===== src/rtl/cnn_pkg.sv =====
// Shared CNN pipeline definitions: pooling-mode encodings and the
// counter-width helper used for feature-map coordinate counters.
package cnn_pkg;

    localparam int POOL_MAX = 0;
    localparam int POOL_AVG = 1;

    // Bits needed to count 0..n-1; never less than one bit.
    function automatic int cnt_w(input int n);
        if (n <= 2) return 1;
        return $clog2(n);
    endfunction

endpackage


===== src/rtl/pool_lane.sv =====
// Single-channel 2x2/stride-2 pooling datapath: pair register, line buffer,
// max/average reduction, optional ReLU and registered output.
// Ports: clk, rst_n, pix_en_i (pixel accepted), col_odd_i, row_odd_i,
//        idx_i (line-buffer entry = col>>1), pix_i (sample), data_o (result).
module pool_lane
    import cnn_pkg::*;
#(
    parameter int DATA_BIT  = 12,
    parameter int WIDTH     = 24,
    parameter int POOL_MODE = POOL_MAX,
    parameter int RELU_EN   = 1,
    parameter int IDX_W     = 4
) (
    input  logic                       clk,
    input  logic                       rst_n,
    input  logic                       pix_en_i,
    input  logic                       col_odd_i,
    input  logic                       row_odd_i,
    input  logic [IDX_W-1:0]           idx_i,
    input  logic signed [DATA_BIT-1:0] pix_i,
    output logic signed [DATA_BIT-1:0] data_o
);

    localparam int HW  = DATA_BIT + 1;
    localparam int SW  = DATA_BIT + 2;
    localparam int ENT = WIDTH / 2;

    logic signed [DATA_BIT-1:0] left_q;
    logic signed [HW-1:0]       lb_q [ENT];
    logic signed [DATA_BIT-1:0] data_q, data_d;

    logic signed [HW-1:0] left_x, cur_x, h, lb;
    logic signed [SW-1:0] sum, shr;
    logic signed [HW-1:0] mx;
    logic signed [DATA_BIT-1:0] r;

    always_comb begin
        left_x = {left_q[DATA_BIT-1], left_q};
        cur_x  = {pix_i[DATA_BIT-1], pix_i};
        lb     = lb_q[idx_i];
        if (POOL_MODE == POOL_AVG) h = left_x + cur_x;
        else h = (cur_x > left_x) ? cur_x : left_x;

        sum = {lb[HW-1], lb} + {h[HW-1], h};
        shr = sum >>> 2;
        mx  = (h > lb) ? h : lb;

        // Both reductions fit DATA_BIT: max picks a sample, and the
        // floored mean of four samples stays within the sample range.
        if (POOL_MODE == POOL_AVG) r = shr[DATA_BIT-1:0];
        else r = mx[DATA_BIT-1:0];

        data_d = r;
        if (RELU_EN != 0 && r[DATA_BIT-1]) data_d = '0;
    end

    always_ff @(posedge clk or negedge rst_n) begin
        if (!rst_n) begin
            left_q <= '0;
            data_q <= '0;
        end else if (pix_en_i) begin
            if (!col_odd_i) left_q <= pix_i;
            if (col_odd_i && row_odd_i) data_q <= data_d;
        end
    end

    // Line buffer holds the even-row horizontal result; no reset needed
    // because every entry is rewritten before an odd row reads it.
    always_ff @(posedge clk) begin
        if (pix_en_i && col_odd_i && !row_odd_i) lb_q[idx_i] <= h;
    end

    assign data_o = data_q;

endmodule


===== src/rtl/pool_relu_nch.sv =====
// NUM_CH-channel streaming 2x2/stride-2 pool (max or average) with ReLU.
// Ports: clk, rst_n, sof, valid_in, data_in (packed channels),
//        data_out (packed), valid_out, frame_done.
module pool_relu_nch
    import cnn_pkg::*;
#(
    parameter int NUM_CH    = 3,
    parameter int DATA_BIT  = 12,
    parameter int WIDTH     = 24,
    parameter int HEIGHT    = 24,
    parameter int POOL_MODE = POOL_MAX,
    parameter int RELU_EN   = 1
) (
    input  logic                       clk,
    input  logic                       rst_n,
    input  logic                       sof,
    input  logic                       valid_in,
    input  logic [NUM_CH*DATA_BIT-1:0] data_in,
    output logic [NUM_CH*DATA_BIT-1:0] data_out,
    output logic                       valid_out,
    output logic                       frame_done
);

    localparam int CW = cnt_w(WIDTH);
    localparam int RW = cnt_w(HEIGHT);
    localparam int IW = cnt_w(WIDTH / 2);

    if (WIDTH < 2 || (WIDTH % 2) != 0) begin : g_bad_width
        $error("pool_relu_nch: WIDTH must be even and >= 2");
    end
    if (HEIGHT < 2 || (HEIGHT % 2) != 0) begin : g_bad_height
        $error("pool_relu_nch: HEIGHT must be even and >= 2");
    end
    if (NUM_CH < 1) begin : g_bad_ch
        $error("pool_relu_nch: NUM_CH must be >= 1");
    end

    logic [CW-1:0] col_q, col_d, col_e;
    logic [RW-1:0] row_q, row_d, row_e;
    logic          last_col, last_row, fire;
    logic          valid_q, done_q;
    logic [IW-1:0] idx;

    // sof re-anchors the current pixel at (0,0); a stale partial window
    // is dropped because row 0 rewrites every line-buffer entry first.
    always_comb begin
        col_e    = (sof && valid_in) ? '0 : col_q;
        row_e    = (sof && valid_in) ? '0 : row_q;
        last_col = (col_e == CW'(WIDTH - 1));
        last_row = (row_e == RW'(HEIGHT - 1));
        fire     = valid_in && col_e[0] && row_e[0];
        idx      = IW'(col_e >> 1);
        col_d    = col_q;
        row_d    = row_q;
        if (valid_in) begin
            if (last_col) begin
                col_d = '0;
                row_d = last_row ? '0 : row_e + RW'(1);
            end else begin
                col_d = col_e + CW'(1);
                row_d = row_e;
            end
        end
    end

    always_ff @(posedge clk or negedge rst_n) begin
        if (!rst_n) begin
            col_q   <= '0;
            row_q   <= '0;
            valid_q <= 1'b0;
            done_q  <= 1'b0;
        end else begin
            col_q   <= col_d;
            row_q   <= row_d;
            valid_q <= fire;
            done_q  <= fire && last_col && last_row;
        end
    end

    for (genvar c = 0; c < NUM_CH; c++) begin : g_lane
        logic [DATA_BIT-1:0] lane_out;
        pool_lane #(
            .DATA_BIT (DATA_BIT),
            .WIDTH    (WIDTH),
            .POOL_MODE(POOL_MODE),
            .RELU_EN  (RELU_EN),
            .IDX_W    (IW)
        ) u_lane (
            .clk      (clk),
            .rst_n    (rst_n),
            .pix_en_i (valid_in),
            .col_odd_i(col_e[0]),
            .row_odd_i(row_e[0]),
            .idx_i    (idx),
            .pix_i    (data_in[c*DATA_BIT +: DATA_BIT]),
            .data_o   (lane_out)
        );
        assign data_out[c*DATA_BIT +: DATA_BIT] = lane_out;
    end

    assign valid_out  = valid_q;
    assign frame_done = done_q;

endmodule


===== config.mk =====
export PLATFORM = sky130hd
export DESIGN_NAME = pool_relu_nch
export DESIGN_NICKNAME = d
export VERILOG_FILES = /design/src/rtl/cnn_pkg.sv /design/src/rtl/pool_lane.sv /design/src/rtl/pool_relu_nch.sv
export SDC_FILE = /design/constraint.sdc
export NUM_CORES = 1
export LEC_CHECK = 0
export CELL_PAD_IN_SITES_DETAIL_PLACEMENT = 2
export CELL_PAD_IN_SITES_GLOBAL_PLACEMENT = 2
export CORE_MARGIN = 4
export CORE_UTILIZATION = 29
export DETAILED_ROUTE_END_ITERATION = 7
export PLACE_DENSITY = 0.66
export SLEW_MARGIN = 10
export SYNTH_ARGS = -nofsm -noshare
export SYNTH_HDL_FRONTEND = slang
export SYNTH_SLANG_ARGS = --single-unit

===== constraint.sdc =====
create_clock -name clk -period 4.3 [get_ports clk]
set_input_delay 0.86 -clock clk [delete_from_list [all_inputs] [get_ports clk]]
set_output_delay 0.86 -clock clk [all_outputs]
set_load 0.05 [all_outputs]

; Yosys cells after proc, flatten, opt, wreduce, memory -nomap -nowiden
; Memories as Yosys holds them, arrays and structs flattened.
; Cells that the tools add are included.
[op_classes]
magnitude_cmp = 6
add_sub_neg = 2
n_eq_ne = 2
mux = 16
n_reduce_logical = 10
n_bitwise = 1
[ops]
columns = cell, n
row1 = $gt 13x13->1, 3
row2 = $mux 13, 3
row3 = $gt 12x12->1, 3
row4 = $mux 12, 3
row5 = $mux 11, 3
row6 = $mux 5, 5
row7 = $add 5x1->5 const B, 2
row8 = $eq 5x5->1 const B, 2
row9 = $logic_and 1x1->1, 7
row10 = $reduce_and 2->1, 2
row11 = $mux 1, 2
row12 = $logic_not 1->1, 1
row13 = $not 1->1, 1
[word_totals]
inputBits = 40
ff_bits = 84
out_inout_bits = 38
word_cells = 50
mem_bits_rw = 468
n_memories = 3
[memory_table]
columns = memory, words, width, rd, rd_ports_with_merged_regs, write_ports, line
row1 = g_lane[0].u_lane.lb_q, 12, 13, 1, 0, 1, pool_lane.sv:29  ; logic signed [HW-1:0] lb_q [ENT];
row2 = g_lane[1].u_lane.lb_q, 12, 13, 1, 0, 1, pool_lane.sv:29
row3 = g_lane[2].u_lane.lb_q, 12, 13, 1, 0, 1, pool_lane.sv:29

; Longest topological paths before layout
[logic_depth]
word_depth = 6
depth_mapped = 19
ltp_nobuf = 17

; By module
; Synthesis repeated with hierarchy kept, for this count alone.
[unflattened]
hier_cells = 1537
hier_area_um2 = 23477.5
[modules_own_cells]
columns = mod, cells_per_inst, area_each_um2, seq_area_each_um2, n_inst
row1 = pool_lane at g_lane[0].u_lane, 516, 7820.0, 4899.7, 1
row2 = pool_lane at g_lane[1].u_lane, 474, 7479.7, 4899.7, 1
row3 = pool_lane at g_lane[2].u_lane, 474, 7477.2, 4899.7, 1
row4 = pool_relu_nch, 73, 700.7, 300.3, 1

; Worst setup path after synthesis
; OpenSTA, ideal clock, no wires.
[synth_path]
kind = input -> register
from = input valid_in
to = memory g_lane[0].u_lane.lb_q[9][0] (netlist bit), enable pin
setup_time_ps = 474
path_stages = 7
arrival_time_ps = 4615
n_path_buf = 3
required_time_ps = 3826
slack_ps = -789
path_cell_list = buf_4 > and2_1 > nor2_1 > clkbuf_1 > clkbuf_1 > nand3_1 > nor3_1
[synth_via]
elab_chain_len = 6
elab_cells_between_ends = 8
classes_between = 4 x mux / 4 x reduce/logical
[synth_lines]
columns = item, line
row1 = "start, declared", pool_relu_nch.sv:17  ; input logic valid_in,
row2 = $logic_and 1x1->1, "pool_relu_nch.sv:47, pool_relu_nch.sv:48"
row3 = "$mux 5, on equally long branches", "pool_relu_nch.sv:47, pool_relu_nch.sv:48"
row4 = $logic_and 1x1->1 / $logic_not 1->1 (equally long branches), pool_lane.sv:70  ; if (pix_en_i && col_odd_i && !row_odd_i) lb_q[idx_i] <= h;
row5 = $logic_and 1x1->1, pool_lane.sv:70
row6 = $mux 1, pool_lane.sv:70
row7 = $mux 1 (not written as such), pool_lane.sv:70
row8 = "end, declared", pool_lane.sv:29
; Several ways; a longest one is shown, not always the timed one.

; Worst setup path in the final report
[layout_path]
from = register g_lane[0].u_lane.left_q[4]
to = register g_lane[0].u_lane.data_q[9]
[layout_via]
elab_chain_len = 5
[layout_lines]
columns = item, line
row1 = "start, declared", pool_lane.sv:28  ; logic signed [DATA_BIT-1:0] left_q;
row2 = "start signal, assigned", pool_lane.sv:62  ; if (!col_odd_i) left_q <= pix_i;
row3 = $gt 12x12->1, pool_lane.sv:42  ; else h = (cur_x > left_x) ? cur_x : left_x;
row4 = $mux 13, pool_lane.sv:42
row5 = named net g_lane[0].u_lane.h[7], pool_lane.sv:32  ; logic signed [HW-1:0] left_x, cur_x, h, lb;
row6 = $gt 13x13->1, pool_lane.sv:46  ; mx = (h > lb) ? h : lb;
row7 = $mux 12, pool_lane.sv:46
row8 = $mux 11, pool_lane.sv:54  ; if (RELU_EN != 0 && r[DATA_BIT-1]) data_d = '0;
row9 = "end signal, assigned", pool_lane.sv:63  ; if (col_odd_i && row_odd_i) data_q <= data_d;
row10 = "end, declared", pool_lane.sv:30  ; logic signed [DATA_BIT-1:0] data_q, data_d;
; The timed path passes the listed nets, and every way through them passes these cells.
; A chain may end at the register's enable or synchronous reset.

==> impl_metrics.ini <==
[power_and_ir_drop]
power.density_nw_per_um2 = 652
power.leakage_nw = 11.6
peakVddDrop_uv = 370

[routing]
firstDrtPassIters = 5
post_drt_wl_per_cell_um = 27.0
dr.first_iter.drc_count = 992
routed_via_density = 5.36
wl_um = 86100
vias = 17100
ant_nets = 0
drc = 0

[clock_tree]
clkTransAtPathRegs_ns = 0.07
cts_inserted_buffers = 57
htreeDepth = 2
clock-sinks = 513
root_buffer = clkbuf_16
cts_tree = done
max-clock-path-buffers = 3
clk_latency_ns = 0.65

[placement]
dp_hpwl_um = 54200
dp_cells = 3037
pre_cts_slack_ns = -0.915
gp_congestion = 0.810
port_buffers = 74

[logic_synthesis]
synth_compound_area_share_pct = 13.5
synth_top_family_by_area = compound AO/OA/AOI/OAI gates
avgSynthCellArea_um2 = 13.9
async_flop_share_pct = 15.8
syn_inst = 1698
synth_mux_area_share_pct = 9.28
yosys.cell_types.count = 74
synth_seq_area_share_pct = 63.7
synthAdderAreaFrac_pct = 3.93
synth_seq_cells = 513
synthFlopType = edfxtp_1
yosys_warnings = 0
synthSimpleGateAreaFrac_pct = 6.20
synth_area_um2 = 23600
synth_edf_count = 432
synth_xor_area_share_pct = 0.0744

[critical_path]
critPathMaxFanout = 7
slowest_stage = dfrtp_1
worstReg2RegEnd = g_lane[0].u_lane.data_o[9]
crit_required_ns = 4.83
end_kind = flop
ff2ff_setup_slack_ns = -0.15
critPathLaunchType = flop
r2r-start = g_lane[0].u_lane.left_q[4]
crit_chain = inv_1 -> ha_1 -> nand4_1 -> a211oi_4 -> buf_4 -> nor4_4 -> buf_12 -> buf_6 -> buf_6 -> o21ai_4 -> nand2_2 -> ha_4 -> nand4_1 -> buf_4 -> o41ai_4 -> a21o_1 -> buf_6 -> nand2_4 -> buf_4 -> a31o_2 -> o31ai_1
arrival_ns = 4.98
reg2reg_depth = 21
crit_type = flop to flop
max_stage_delay_ns = 0.40

[final_layout]
n_antenna_cell = 0
multi_input_area_um2 = 8830
fill_cells = 7979
fin_nets = 2191
syn_to_final_growth_pct = 32.3
final_layout_size_suffix_gt1_share_pct = 33.3
seq_area_um2 = 15000
fin_cells = 3185

[die]
die_height_um = 293
die_x_um = 293
row_count = 104
dieArea_um2 = 85900
start_util_pct = 29.2
io_pins = 78
fp.coreArea_um2 = 80500

[sta]
final-setup-viol-count = 11
tightest_slew_ns = 0.943
drv_slew = 0
period_minus_slack_ns = 4.45
fin_ws_ns = -0.154
fin_hold_ws_ns = 0.375
fin_crit_sh_pct = 104
finClkSkew_ns = 0.0340
slew_headroom_pct = 37.1
fin_tns_setup_ns = -1.17
fmax_mhz = 225
hold_viol = 0

[grt]
antenna_found_initial = 3
grt_pass1_wl_um = 123000
gr-total-overflow = 0
grt_pass1_vias = 19100
grt_use_total_pct = 18.8
grt_max_degree = 59

[run_status]
violations = setup timing
outcome = complete, but fails checks

[run]
drv_cap = 0

[hold_path]
hold_class = primary input to async pin
[layout make-up]
class	instances	area share (%)
Multi-Input combinational cell	1011	28.3
Tap cell	1060	4.25
Clock inverter	31	1.21
Sequential cell	513	48.1
Clock buffer	76	4.84
Inverter	64	0.779
Timing Repair Buffer	430	12.5
[worst max-delay path by stage]
stage                               start                           end  depth (start not counted)
3_5_place_dp                   data_in[1]   g_lane[0].u_lane.data_o[10]                         18
4_1_cts                        data_in[8]    g_lane[0].u_lane.data_o[7]                         20
6_report       g_lane[0].u_lane.left_q[4]    g_lane[0].u_lane.data_o[9]                         21
2_1_floorplan                    valid_in  g_lane[0].u_lane.lb_q[10][0]                          7
3_3_place_gp                   data_in[1]   g_lane[0].u_lane.data_o[10]                         18
5_1_grt        g_lane[0].u_lane.left_q[4]   g_lane[0].u_lane.data_o[10]                         21
[worst max-delay path, delay by kind of cell (launching register included)]
| kind | cells | cell delay, ns |
|---|---|---|
| AOI/OAI and AO/OA | 6 | 1.50 |
| buffers and inverters | 8 | 1.22 |
| and+or+nand+nor | 5 | 0.61 |
| adders and majority gates | 2 | 0.60 |
| DFF | 1 | 0.40 |
[routing by layer]
metal / global-route usage, % / vias to the layer above / part of all wire (%)
li1: - / 7414 / -
met1: 23.6 / 9094 / 41
met2: 34.1 / 414 / 52
met3: 2.18 / 150 / 4.2
met4: 5.16 / 6 / 3.0
met5: 0 / - / 0.059
[per-stage QoR]
stage	area, um2	power, mW	util (%)
6_report	31200	20.3	38.7
5_1_grt	31200	21.3	38.7
4_1_cts	30500	19.7	37.9
3_5_place_dp	28200	14.1	35.0
3_3_place_gp	28200	13.7	35.0
2_1_floorplan	23900	10.6	-
[state kept, by name (all words and copies together), names as in the netlist]
register / cells
g_lane.u_lane.lb_q: 432
row_q: 5
g_lane.u_lane.left_q: 36
valid_out: 1
col_q: 5
frame_done: 1
g_lane.u_lane.data_o: 33
[logic make-up after synthesis]
| group | count (synthesis) |
|---|---|
| mux | 169 |
| xor+xnor | 2 |
| fa+ha+maj | 74 |
| other cells | 1 |
| flops | 513 |
| buf+inv | 176 |
| simple gates | 309 |
| compound gates | 454 |
[placed cells by master (no fill, tap or decap), types with 14 or more instances in the layout]
cell type / instances
buf_6: 15
dfrtp_1: 79
nor2_1: 67
ha_1: 47
ha_4: 26
nand3_1: 23
clkdlybuf4s50_1: 52
inv_1: 60
mux2_2: 68
nand4_1: 16
edfxtp_1: 432
a2bb2oi_1: 18
a21o_1: 14
o211ai_1: 27
a22oi_1: 26
mux2i_1: 60
a211oi_1: 18
dlymetal6s2s_1: 14
o22ai_1: 14
nand2_1: 89
a21oi_1: 101
buf_12: 29
buf_4: 310
o21ai_0: 63
clkbuf_16: 58
clkbuf_1: 18
mux4_2: 30
a221oi_1: 38
[cell usage after synthesis (all sizes together) (5+ instances only)]
cell type / number / share of area [%]
a211oi: 26 / 0.88
a21o: 14 / 0.45
a21oi: 110 / 2.3
a221o: 5 / 0.21
a221oi: 42 / 1.6
a22o: 11 / 0.41
a22oi: 27 / 0.88
a2bb2oi: 18 / 0.67
a31o: 7 / 0.26
and2: 17 / 0.45
and3: 8 / 0.21
and4: 6 / 0.22
buf: 71 / 1.7
clkbuf: 41 / 0.65
dfrtp: 81 / 8.6
edfxtp: 432 / 55
ha: 74 / 3.9
inv: 64 / 1.0
mux2: 78 / 3.8
mux2i: 61 / 2.6
mux4: 30 / 2.9
nand2: 101 / 1.6
nand2b: 13 / 0.35
nand3: 30 / 0.64
nand4: 17 / 0.52
nor2: 79 / 1.3
nor2b: 5 / 0.13
nor3: 19 / 0.40
o2111ai: 8 / 0.30
o211ai: 27 / 0.86
o21ai: 79 / 1.7
o221a: 6 / 0.29
o221ai: 12 / 0.45
o22ai: 14 / 0.37
o31ai: 14 / 0.51
o41ai: 6 / 0.32
[report_power, final]
part | total, mW | switching [mW] | internal, mW
registers | 6.34 | 0.218 | 6.12
clock network | 5.05 | 2.10 | 2.95
logic | 8.94 | 5.04 | 3.90
total | 20.3 | 7.36 | 13.0
[what timing repair did]
| item | CTS | global route |
|---|---|---|
| hold buffers | 0 | 0 |
| cloned | 2 | 1 |
| pin swaps | 29 | 53 |
| setup buffers | 8 | 31 |
| resized for setup | 64 | 89 |
| endpoints found under the setup margin | 31 | 33 |
No activity file was read; power rests on OpenSTA's default activity.
